[config.mk]
export PLATFORM = sky130hd
export DESIGN_NAME = sdp_xfer_scheduler
export DESIGN_NICKNAME = d
export VERILOG_FILES = /design/src/rtl/sdp_xfer_scheduler.sv
export SDC_FILE = /design/constraint.sdc
export NUM_CORES = 1
export LEC_CHECK = 0
export ABC_AREA = 0
export BUFFER_PORTS_ARGS = -buffer_cell sky130_fd_sc_hd__buf_2
export CAP_MARGIN = 20
export CORE_AREA = 5 5 381 383
export CTS_CLUSTER_DIAMETER = 30
export CTS_CLUSTER_SIZE = 25
export DETAILED_ROUTE_END_ITERATION = 8
export DIE_AREA = 0 0 386 388
export PLACE_DENSITY_LB_ADDON = 0.2
export RECOVER_POWER = 100
export REMOVE_ABC_BUFFERS = 1
export SLEW_MARGIN = 30
export SYNTH_ARGS = -nofsm -noshare
export SYNTH_HDL_FRONTEND = slang
export SYNTH_SLANG_ARGS = --single-unit
[constraint.sdc]
create_clock -name clk -period 9.6 [get_ports clk]
set_input_delay 1.44 -clock clk [delete_from_list [all_inputs] [get_ports clk]]
set_output_delay 1.44 -clock clk [all_outputs]
set_load 0.05 [all_outputs]
[src/rtl/sdp_xfer_scheduler.sv]
// Round-robin command scheduler in front of the single SDP driver.
// Splits each granted transfer into CHUNK_BYTES-sized driver transactions.
module sdp_xfer_scheduler #(
   parameter  int NUM_REQ        = 4,
   parameter  int AXI_ADDR_WIDTH = 64,
   parameter  int C_LENGTH_WIDTH = 32,
   parameter  int CHUNK_BYTES    = 4096,
   localparam int REQ_ID_WIDTH   = $clog2(NUM_REQ)
) (
   input  logic                              clk,
   input  logic                              rst,
   input  logic [NUM_REQ-1:0]                req_valid,
   output logic [NUM_REQ-1:0]                req_ready,
   input  logic [NUM_REQ*32-1:0]             req_command,
   input  logic [NUM_REQ*AXI_ADDR_WIDTH-1:0] req_storage_addr,
   input  logic [NUM_REQ*AXI_ADDR_WIDTH-1:0] req_memory_addr,
   input  logic [NUM_REQ*C_LENGTH_WIDTH-1:0] req_len,
   output logic [NUM_REQ-1:0]                cmpl_valid,
   output logic                              drv_start,
   input  logic                              drv_done,
   output logic [31:0]                       drv_command,
   output logic [AXI_ADDR_WIDTH-1:0]         drv_storage_addr,
   output logic [AXI_ADDR_WIDTH-1:0]         drv_memory_addr,
   output logic [C_LENGTH_WIDTH-1:0]         drv_file_len,
   output logic                              busy,
   output logic [REQ_ID_WIDTH-1:0]           active_id
);

   // One-hot so that drv_start and busy come straight off state flops.
   typedef enum logic [3:0] {
      IDLE  = 4'b0001,
      ISSUE = 4'b0010,
      WAIT  = 4'b0100,
      CMPL  = 4'b1000
   } state_t;

   localparam logic [C_LENGTH_WIDTH-1:0] CHUNK = C_LENGTH_WIDTH'(CHUNK_BYTES);

   state_t                      state, state_nxt;
   logic [REQ_ID_WIDTH-1:0]     rr_ptr, grant;
   logic                        grant_vld;
   logic [31:0]                 cmd_q, cmd_in;
   logic [AXI_ADDR_WIDTH-1:0]   saddr_q, maddr_q, saddr_in, maddr_in;
   logic [C_LENGTH_WIDTH-1:0]   remaining, chunk, rem_next, len_in;

   function automatic logic [REQ_ID_WIDTH-1:0] wrap_idx(input int v);
      return REQ_ID_WIDTH'(v % NUM_REQ);
   endfunction

   function automatic logic [C_LENGTH_WIDTH-1:0] clip(input logic [C_LENGTH_WIDTH-1:0] v);
      return (v > CHUNK) ? CHUNK : v;
   endfunction

   always_comb begin
      grant     = '0;
      grant_vld = 1'b0;
      for (int k = 0; k < NUM_REQ; k++) begin
         if (!grant_vld && req_valid[wrap_idx(int'(rr_ptr) + k)]) begin
            grant     = wrap_idx(int'(rr_ptr) + k);
            grant_vld = 1'b1;
         end
      end
   end

   assign cmd_in   = req_command[32*grant +: 32];
   assign saddr_in = req_storage_addr[AXI_ADDR_WIDTH*grant +: AXI_ADDR_WIDTH];
   assign maddr_in = req_memory_addr[AXI_ADDR_WIDTH*grant +: AXI_ADDR_WIDTH];
   assign len_in   = req_len[C_LENGTH_WIDTH*grant +: C_LENGTH_WIDTH];
   assign rem_next = remaining - chunk;

   always_ff @(posedge clk) begin
      if (rst) state <= IDLE;
      else     state <= state_nxt;
   end

   always_comb begin
      state_nxt = state;
      case (state)
         IDLE:    if (grant_vld) state_nxt = (len_in == '0) ? CMPL : ISSUE;
         ISSUE:   state_nxt = WAIT;
         WAIT:    if (drv_done) state_nxt = (rem_next == '0) ? CMPL : ISSUE;
         CMPL:    state_nxt = IDLE;
         default: state_nxt = IDLE;
      endcase
   end

   always_comb begin
      req_ready  = '0;
      cmpl_valid = '0;
      if (state == IDLE && grant_vld) req_ready[grant] = 1'b1;
      if (state == CMPL) cmpl_valid[active_id] = 1'b1;
      drv_start = state[1];
      busy      = !state[0];
   end

   // chunk is precomputed on entry to ISSUE so it is a flop while driven out.
   always_ff @(posedge clk) begin
      if (rst) begin
         cmd_q     <= '0;
         saddr_q   <= '0;
         maddr_q   <= '0;
         remaining <= '0;
         chunk     <= '0;
         active_id <= '0;
         rr_ptr    <= '0;
      end else begin
         case (state)
            IDLE: if (grant_vld) begin
               cmd_q     <= cmd_in;
               saddr_q   <= saddr_in;
               maddr_q   <= maddr_in;
               remaining <= len_in;
               chunk     <= clip(len_in);
               active_id <= grant;
            end
            WAIT: if (drv_done) begin
               remaining <= rem_next;
               saddr_q   <= saddr_q + AXI_ADDR_WIDTH'(chunk);
               maddr_q   <= maddr_q + AXI_ADDR_WIDTH'(chunk);
               chunk     <= clip(rem_next);
            end
            CMPL: rr_ptr <= wrap_idx(int'(active_id) + 1);
            default: ;
         endcase
      end
   end

   assign drv_command      = cmd_q;
   assign drv_storage_addr = saddr_q;
   assign drv_memory_addr  = maddr_q;
   assign drv_file_len     = chunk;

endmodule

==> results.ini <==
[die]
io_pins = 979
initial_core_util_pct = 15.4
num_rows = 138
die-width_um = 386
die_h_um = 388
coreArea_mm2 = 0.141
dieArea_mm2 = 0.150

[clock_tree]
postCtsSetupRepairBufs = 0
cts.clk_slew.worst_paths_ps = 40
cts_hold_buffers = 0
insertion_delay_ps = 650
post_cts_resized = 0
cts_root_buf = clkbuf_16
cts_buffers = 96
htreeDepth = 3
cts_tree = done
clockBufferDepth = 3
cts.sinks = 232

[setup_path]
critPathKind = reg -> reg
crit_path_start_kind = flip-flop
worstPathRequired_ps = 10140
critPathCaptureType = flip-flop
cp_data_arrival_time_ps = 7700
path_max_fanout = 43

[route]
wirelength_um = 153000
drt_first_pass_iters = 6
drc = 0
drtIter0Drc = 1730
wl_met1_um = 64700
ant_nets = 0
route.met3.wl_um = 10400
drt-wirelength-per-cell_um = 24.6
viasPerCell = 4.65
dr_wl_met2_um = 74500
vias = 28900
topRoutingLayerUsed = met5

[global_route]
grt_use_total_pct = 19.2
grt_max_degree = 149
grt_pass1_wl_um = 211000
grt_pass1_vias = 28800
grt_antenna_before_repair = 51
gr-total-overflow = 0

[layout]
utilization_pct = 22.3
final_layout_size_suffix_gt1_share_pct = 24.1
nNetsFinal = 5116
synthToLayoutAreaGrowth_pct = 44.7
n_fill_cell = 16300
design_area_mm2 = 0.0315

[yosys]
synth_flop_cell = dfxtp_1
synth_edf_count = 0
ys_warn_count = 0
yosysTopAreaCell = dfxtp_1
synth_cell_types = 81
async_reset_ff_share_pct = 0
synth_area_leaders = dfxtp_1, nand2_1, nand3_1
synthCells = 3362
yosysMostFrequentCell = nand2_1
yosysSeqAreaShare_pct = 21.3
synth_seq_cells = 232
syn_area_per_cell_um2 = 6.48
syn-cell-area_mm2 = 0.0218
synth_top_area_share_pct = 21.3
synthTopCellsByCount = nand2_1, nand3_1, dfxtp_1

[sta]
rsz0062_at_grt = no
setup_violations = 0
hold_slack_ps = 452
drv_slew = 681
post-route-min-period_ps = 7150
skew_ps = 41.2
worstMarginPinSlew_ps = 4290
max_freq_mhz = 140
slew_headroom_pct = -186
tns_ps = 0
fin_crit_sh_pct = 74.5
finalHoldViolations = 0

[placed_design]
numPortBuffers = 978
hpwl_um = 122000
gp_congestion = 0.921
placed_area_mm2 = 0.0286

[pwr]
power.density_mw_per_mm2 = 222
p_leak_nw = 14.0
vdd_ir_drop_max_mv = 0.110
total_power_w = 0.00698

[status]
violations = max-capacitance violations, max-slew violations
outcome = complete, but fails checks

[run]
max_cap_violations = 11

[worst_hold_path]
hold_path.class = reg -> reg

worst paths after layout:
check	start	endpoint	slack, ps	depth (start not counted)
worst max-delay path	state[1]	drv_memory_addr[24]	2450	8
worst max register to register	state[1]	drv_memory_addr[24]	2450	8
worst min-delay path	drv_command[25]	drv_command[25]	450	2
worst min register to register	drv_command[25]	drv_command[25]	450	2
area by class of cell:
class                           count  area (µm²)  area share [%]
Clock inverter                     26         274           0.870
Multi-Input combinational cell   2809       16000            50.7
Antenna cell                       19        47.5           0.151
Tap cell                         1890        2360            7.51
Clock buffer                      149        2930            9.31
Inverter                           74         278           0.882
Sequential cell                   232        4640            14.7
Timing Repair Buffer             1026        4990            15.9
worst max-delay path, stage by stage (launching register included):
cell,delay [ps]
dfxtp_1,550
nand2b_1,250
or3_4,550
clkbuf_1,2150
a21o_4,570
clkbuf_1,2200
a21oi_1,210
a311o_1,410
a21oi_1,120
layer usage:
layer  vias to the layer above  global-route usage [%]
li1                      13800                       -
met1                     13900                    24.0
met2                       989                    33.5
met3                       207                    4.09
met4                        10                    4.98
met5                         -                       0
cells in the final DEF, fill, tap and decap left out, types with 81 or more instances in the layout:
master	instances
buf_2	774
clkbuf_1	234
mux2i_1	81
ha_1	99
nor2_1	219
nand2_1	847
o21ai_0	130
nand3_1	421
a21oi_1	218
dfxtp_1	232
clkbuf_16	97
per-stage QoR:
step                worst slack [ps]  instances
CTS                             3950       6204
floorplan                      -4470       3115
detailed placement              3890       6029
global placement                3950       6029
global route                    2040       6217
finish                          2450       6225
cell families (layout without fill, tap and decap cells):
kind of cell | count (synthesis) | after routing | share of synthesized area (%)
AOI/OAI and AO/OA | 751 | 751 | 22.3
and+or+nand+nor | 1764 | 1764 | 36.1
other | 0 | 19 | 0
adders and majority gates | 102 | 102 | 5.96
xor gates and xnor gates | 79 | 79 | 3.18
DFF | 232 | 232 | 21.3
muxes | 113 | 113 | 5.38
buffers and inverters | 321 | 1275 | 5.70
registers in the layout (all words and copies together), names as in the netlist:
name	count
state	4
drv_file_len	32
drv_command	32
drv_memory_addr	64
active_id	2
remaining	32
rr_ptr	2
drv_storage_addr	64
where the power goes:
group / internal [W] / switching, W
Combinational: 0.000784 / 0.00189
Sequential: 0.00113 / 0.000194
Clock: 0.00211 / 0.000868
(Power assumes the default switching activity.)
